**src/rtl/mem_bus_arbiter_pkg.sv**
```systemverilog
// Shared constants, state encoding and sizing helpers for the memory bus arbiter.
// Latency: none (declarations only).
// Backpressure: not applicable.
package mem_bus_arbiter_pkg;

    localparam int ARB_FIXED = 0;
    localparam int ARB_RR    = 1;

    typedef enum logic {
        ARB_IDLE = 1'b0,
        ARB_BUSY = 1'b1
    } arb_state_t;

    // Timeout counter width; a disabled timeout still needs a 1-bit counter.
    function automatic int cnt_width(input int timeout);
        return (timeout > 0) ? $clog2(timeout + 1) : 1;
    endfunction

    // Channel index width.
    function automatic int idx_width(input int n);
        return (n > 1) ? $clog2(n) : 1;
    endfunction

endpackage

```
**src/rtl/mem_bus_arbiter_arb_picker.sv**
```systemverilog
// Combinational winner selection among eligible channels (fixed priority or round-robin).
// Latency: zero cycles, purely combinational.
// Backpressure: none; the caller decides when to consume the winner.
module arb_picker
    import mem_bus_arbiter_pkg::*;
#(
    parameter int NCH  = 2,
    parameter int MODE = ARB_FIXED,
    localparam int PW  = idx_width(NCH)
) (
    input  logic [NCH-1:0] i_eligible,
    input  logic [PW-1:0]  i_rr_ptr,
    output logic [NCH-1:0] o_win_oh,
    output logic [PW-1:0]  o_win_idx,
    output logic           o_win_vld
);

    int          w_base;
    int          w_idx;
    logic [PW-1:0] w_sel;

    // Scan channels starting at the base (0 for fixed priority, rr pointer otherwise), first hit wins.
    always_comb begin
        o_win_oh  = '0;
        o_win_idx = '0;
        o_win_vld = 1'b0;
        w_base    = (MODE == ARB_RR) ? int'(i_rr_ptr) : 0;
        w_idx     = 0;
        w_sel     = '0;
        for (int k = 0; k < NCH; k++) begin
            w_idx = w_base + k;
            if (w_idx >= NCH) begin
                w_idx = w_idx - NCH;
            end
            w_sel = PW'(w_idx);
            if (!o_win_vld && i_eligible[w_sel]) begin
                o_win_vld       = 1'b1;
                o_win_oh[w_sel] = 1'b1;
                o_win_idx       = w_sel;
            end
        end
    end

endmodule

```
**src/rtl/mem_bus_arbiter.sv**
```systemverilog
// Shares one external memory port among NCH requestors with optional per-transaction timeout.
// Latency: request sampled at edge T, strobes from T+1, ready earliest in cycle T+2.
// Backpressure: requestors hold req until their ready pulse; memory stalls by holding mem_ready low.
module mem_bus_arbiter
    import mem_bus_arbiter_pkg::*;
#(
    parameter int NCH     = 2,
    parameter int AW      = 32,
    parameter int DW      = 32,
    parameter int MODE    = ARB_FIXED,
    parameter int TIMEOUT = 255
) (
    input  logic              clk,
    input  logic              rst,
    input  logic [NCH-1:0]    req,
    input  logic [NCH-1:0]    we,
    input  logic [NCH*AW-1:0] ch_addr,
    input  logic [NCH*DW-1:0] ch_wdata,
    output logic [NCH-1:0]    ready,
    output logic [NCH-1:0]    err,
    output logic [DW-1:0]     rdata,
    output logic [NCH-1:0]    grant,
    output logic [AW-1:0]     mem_addr,
    output logic [DW-1:0]     mem_data_in,
    output logic              mem_wr,
    output logic              mem_re,
    input  logic [DW-1:0]     mem_data_out,
    input  logic              mem_ready
);

    localparam int            PW     = idx_width(NCH);
    localparam int            CW     = cnt_width(TIMEOUT);
    localparam logic [CW-1:0] TO_VAL = CW'(TIMEOUT);
    localparam logic [PW-1:0] LAST   = PW'(NCH - 1);

    arb_state_t      r_state;
    logic [CW-1:0]   r_cnt;
    logic [PW-1:0]   r_ptr;
    logic [PW-1:0]   r_gidx;
    logic [NCH-1:0]  r_grant;
    logic [NCH-1:0]  r_ready;
    logic [NCH-1:0]  r_err;
    logic [DW-1:0]   r_rdata;
    logic [DW-1:0]   r_wdat;
    logic [AW-1:0]   r_addr;
    logic            r_wr;
    logic            r_re;

    logic [NCH-1:0]  w_eligible;
    logic [NCH-1:0]  w_win_oh;
    logic [PW-1:0]   w_win_idx;
    logic            w_win_vld;
    logic [AW-1:0]   w_sel_addr;
    logic [DW-1:0]   w_sel_wdata;
    logic            w_sel_we;
    logic [CW-1:0]   w_cnt_nxt;
    logic            w_timeout;

    // A channel in its own completion cycle is not eligible, so it cannot be re-accepted immediately.
    assign w_eligible = req & ~r_ready;

    arb_picker #(
        .NCH  (NCH),
        .MODE (MODE)
    ) u_picker (
        .i_eligible (w_eligible),
        .i_rr_ptr   (r_ptr),
        .o_win_oh   (w_win_oh),
        .o_win_idx  (w_win_idx),
        .o_win_vld  (w_win_vld)
    );

    // One-hot mux of the winning channel's address, data and direction.
    always_comb begin
        w_sel_addr  = '0;
        w_sel_wdata = '0;
        w_sel_we    = 1'b0;
        for (int i = 0; i < NCH; i++) begin
            if (w_win_oh[i]) begin
                w_sel_addr  = ch_addr[i*AW +: AW];
                w_sel_wdata = ch_wdata[i*DW +: DW];
                w_sel_we    = we[i];
            end
        end
    end

    // Saturating counter; abort fires on the edge where the count would reach TIMEOUT.
    assign w_cnt_nxt = (r_cnt == TO_VAL) ? r_cnt : r_cnt + 1'b1;
    assign w_timeout = (TIMEOUT != 0) && (w_cnt_nxt == TO_VAL);

    // IDLE/BUSY state machine with all outputs registered.
    always_ff @(posedge clk) begin
        if (!rst) begin
            r_state <= ARB_IDLE;
            r_cnt   <= '0;
            r_ptr   <= '0;
            r_gidx  <= '0;
            r_grant <= '0;
            r_ready <= '0;
            r_err   <= '0;
            r_rdata <= '0;
            r_wdat  <= '0;
            r_addr  <= '0;
            r_wr    <= 1'b0;
            r_re    <= 1'b0;
        end else begin
            r_ready <= '0;
            r_err   <= '0;
            case (r_state)
                ARB_IDLE: begin
                    if (w_win_vld) begin
                        r_grant <= w_win_oh;
                        r_gidx  <= w_win_idx;
                        r_addr  <= w_sel_addr;
                        r_wdat  <= w_sel_wdata;
                        r_wr    <= w_sel_we;
                        r_re    <= ~w_sel_we;
                        r_cnt   <= '0;
                        r_state <= ARB_BUSY;
                    end
                end
                ARB_BUSY: begin
                    if (mem_ready || w_timeout) begin
                        r_ready <= r_grant;
                        r_grant <= '0;
                        r_wr    <= 1'b0;
                        r_re    <= 1'b0;
                        r_ptr   <= (r_gidx == LAST) ? '0 : r_gidx + 1'b1;
                        r_state <= ARB_IDLE;
                        if (mem_ready) begin
                            if (r_re) begin
                                r_rdata <= mem_data_out;
                            end
                        end else begin
                            r_err   <= r_grant;
                            r_rdata <= '0;
                        end
                    end else begin
                        r_cnt <= w_cnt_nxt;
                    end
                end
            endcase
        end
    end

    assign ready       = r_ready;
    assign err         = r_err;
    assign rdata       = r_rdata;
    assign grant       = r_grant;
    assign mem_addr    = r_addr;
    assign mem_data_in = r_wdat;
    assign mem_wr      = r_wr;
    assign mem_re      = r_re;

endmodule

```
**config.mk**
```make
export PLATFORM = sky130hd
export DESIGN_NAME = mem_bus_arbiter
export DESIGN_NICKNAME = d
export VERILOG_FILES = /design/src/rtl/mem_bus_arbiter_pkg.sv /design/src/rtl/mem_bus_arbiter_arb_picker.sv /design/src/rtl/mem_bus_arbiter.sv
export SDC_FILE = /design/constraint.sdc
export NUM_CORES = 1
export LEC_CHECK = 0
export CELL_PAD_IN_SITES_DETAIL_PLACEMENT = 0
export CELL_PAD_IN_SITES_GLOBAL_PLACEMENT = 2
export CORE_ASPECT_RATIO = 1.1
export CORE_MARGIN = 10
export CORE_UTILIZATION = 20
export CTS_BUF_LIST = sky130_fd_sc_hd__clkbuf_8
export DETAILED_ROUTE_END_ITERATION = 10
export PLACE_DENSITY = 0.79
export SLEW_MARGIN = 10
export SYNTH_ARGS = -nofsm -noshare
export SYNTH_HDL_FRONTEND = slang
export SYNTH_HIERARCHICAL = 1
export SYNTH_SLANG_ARGS = --single-unit
```
**constraint.sdc**
```tcl
create_clock -name clk -period 2.7 [get_ports clk]
set_input_delay 0.675 -clock clk [delete_from_list [all_inputs] [get_ports clk]]
set_output_delay 0.675 -clock clk [all_outputs]
set_load 0.005 [all_outputs]
```
==> key figures <==
Outcome
  – Outcome: completed

Layout
  – Multi-input logic area: 2073 um^2
  – Non-filler cells, final: 1105
  – Most common cell after layout, fill and taps aside: sky130_fd_sc_hd__clkdlybuf4s50_1
  – Fraction of layout instances using a drive strength above 1: 7.046%
  – Commonest cells after routing, fill and taps aside: 270 x sky130_fd_sc_hd__clkdlybuf4s50_1, 113 x sky130_fd_sc_hd__dfxtp_1, 75 x sky130_fd_sc_hd__nor2_1, 72 x sky130_fd_sc_hd__nand2_1, 66 x sky130_fd_sc_hd__nor3_1
  – Final nets: 964
  – Combined flip-flop and latch cell area: 2262 um^2
  – Filler cells: 2351
  – Layout area overhead: 76.16%

CTS
  – Clock buffer count from CTS: 17
  – Clock sink total: 113
  – Total setup buffers inserted after CTS: 0
  – Worst-path clk slew: 70 ps
  – H-tree levels: 4
  – Quantity of hold-fixing buffers added after cts: 0
  – Maximum count of clock buffers along a single path: 2
  – Number of cells upsized or downsized after cts: 0
  – Clock Latency Late Sink: 450 ps
  – CTS tree: done
  – CTS Root Buffer Type: sky130_fd_sc_hd__clkbuf_8

Floorplanning
  – Die ar.: 29220 um^2
  – Initial standard-cell utilization of the core: 20.47%
  – Die Width: 163.9 um
  – Area inside the core boundary: 22250 um^2
  – Floorplan row count: 57
  – Vert. Die Dim: 178.3 um
  – Total I/O pin count: 271

STA
  – Worst Setup Slack, final: 184.8 ps
  – Number of pins exceeding their max-slew limit in the final report: 0
  – Worst Max-Slew Pin Slew: 781.3 ps
  – Final hold viol count: 0
  – Clock Skew: 14.48 ps
  – Peak Freq: 397.6 MHz
  – Clock period minus worst slack: 2515 ps
  – Period utilization: 93.16%
  – Remaining max-slew budget at the tightest pin: 47.80%
  – Final setup violation count: 0
  – RSZ-0062 raised after global routing: false

Worst setup path
  – CP max FO: 32
  – Classification of the worst setup path: flip-flop to flip-flop
  – Crit path launch type: flip-flop
  – Data required, critical path: 3020 ps
  – Type of destination of the critical path: flip-flop
  – Data arrival time of the worst path: 2840 ps

Synth
  – Post-synthesis cell count: 543
  – Synth warn: 6
  – Syn Nets: 711
  – Syn Std Cell Area: 4556 um^2
  – Synthesized area divided by synthesized cell count: 8.390 um^2

Global routing
  – Final global-route overflow total: 0
  – Number of antenna violations at the first check in global routing: 1
  – First-pass GRT wire length: 29.53 mm
  – Total GRT Usage: 12.97%
  – Maximum number of pins on one net before global-route repair: 47
  – Number of global-route vias before repair: 5073

Placement
  – I/O Buffers: 270
  – GP Congestion: 0.7532
  – Inst Count DP: 1072
  – Pre-CTS WS: -14.07 ps
  – Half-perimeter wire length after detailed placement: 14.58 mm

Power
  – Worst-case vdd ir drop: 0.0003441 V
  – Areal power density over the cells: 547.9 nW/um^2
  – Leakage Power: 0.002840 uW
  – Total Power Consumption: 4397 uW

Detailed routing
  – Average via count per standard cell: 4.484
  – Via Count: 4955
  – Initial DRC count: 342
  – Antenna viol nets, final: 0
  – Wirelength per Cell: 17.79 um
  – Count of TritonRoute iterations in the first routing pass: 6
  – Routed WL: 19.66 mm
  – Residual DRC count: 0

Run
  – Max-capacitance violation count: 0

Worst hold path
  – Path category of the worst min-delay check: flip-flop to flip-flop
path summary, 6_finish.rpt:
check / start / to / slack (ps) / cells past startpoint
setup / recovery: r_cnt[1] / rdata[12] / 180 / 8
hold / removal: rdata[27] / rdata[27] / 450 / 2
hold reg to reg: rdata[27] / rdata[27] / 450 / 2
setup reg to reg: r_cnt[1] / rdata[12] / 180 / 8
worst max-delay path, cell delays in order, from the launching register on:
cell                       delay [ps]
sky130_fd_sc_hd__dfxtp_1          430
sky130_fd_sc_hd__ha_1             300
sky130_fd_sc_hd__and4_1           310
sky130_fd_sc_hd__nand3_1          100
sky130_fd_sc_hd__a221o_1          410
sky130_fd_sc_hd__or3_4            370
sky130_fd_sc_hd__a21boi_4         160
sky130_fd_sc_hd__buf_12           200
sky130_fd_sc_hd__o21ai_0          110
state kept, by name (all words and copies together), names as in the netlist, 2 cells and up:
signal,flops
err,2
grant,2
mem_addr,32
mem_data_in,32
r_cnt,8
rdata,32
ready,2
through the flow:
stage | hold slack (ps) | setup TNS [ps] | cell area, um^2 | util [%]
6_report | 447.1 | 0 | 8025 | 36.07
2_1_floorplan | 444.7 | 0 | 4556 | -
5_1_grt | 473.4 | 0 | 8023 | 36.05
4_1_cts | 453.3 | 0 | 8023 | 36.05
3_5_place_dp | 443.1 | -18.44 | 7629 | 34.28
3_3_place_gp | 435.9 | -4.414 | 7629 | 34.28
cell type report:
class / instances / share of cell area, %
Antenna cell: 1 / 0.03118
Sequential cell: 113 / 28.19
Clock inverter: 15 / 1.996
Clock buffer: 17 / 2.915
Multi-Input combinational cell: 373 / 25.83
Tap cell: 295 / 4.599
Timing Repair Buffer: 288 / 36.30
Inverter: 3 / 0.1403
layer usage:
metal  vias up  global-route usage (%)  routed length, um
li1       2479                       -                  -
met1      2262                   15.41               8580
met2       200                   20.06               8775
met3        12                   6.318               2097
met4         2                   4.247                191
met5         -                       0                 14
power by group:
group	switching [uW]	internal [uW]
Clock	815	828
Combinational	369	545
Sequential	60.7	1780
Total	1250	3150
Note: power is estimated with default switching activity, not from simulation.
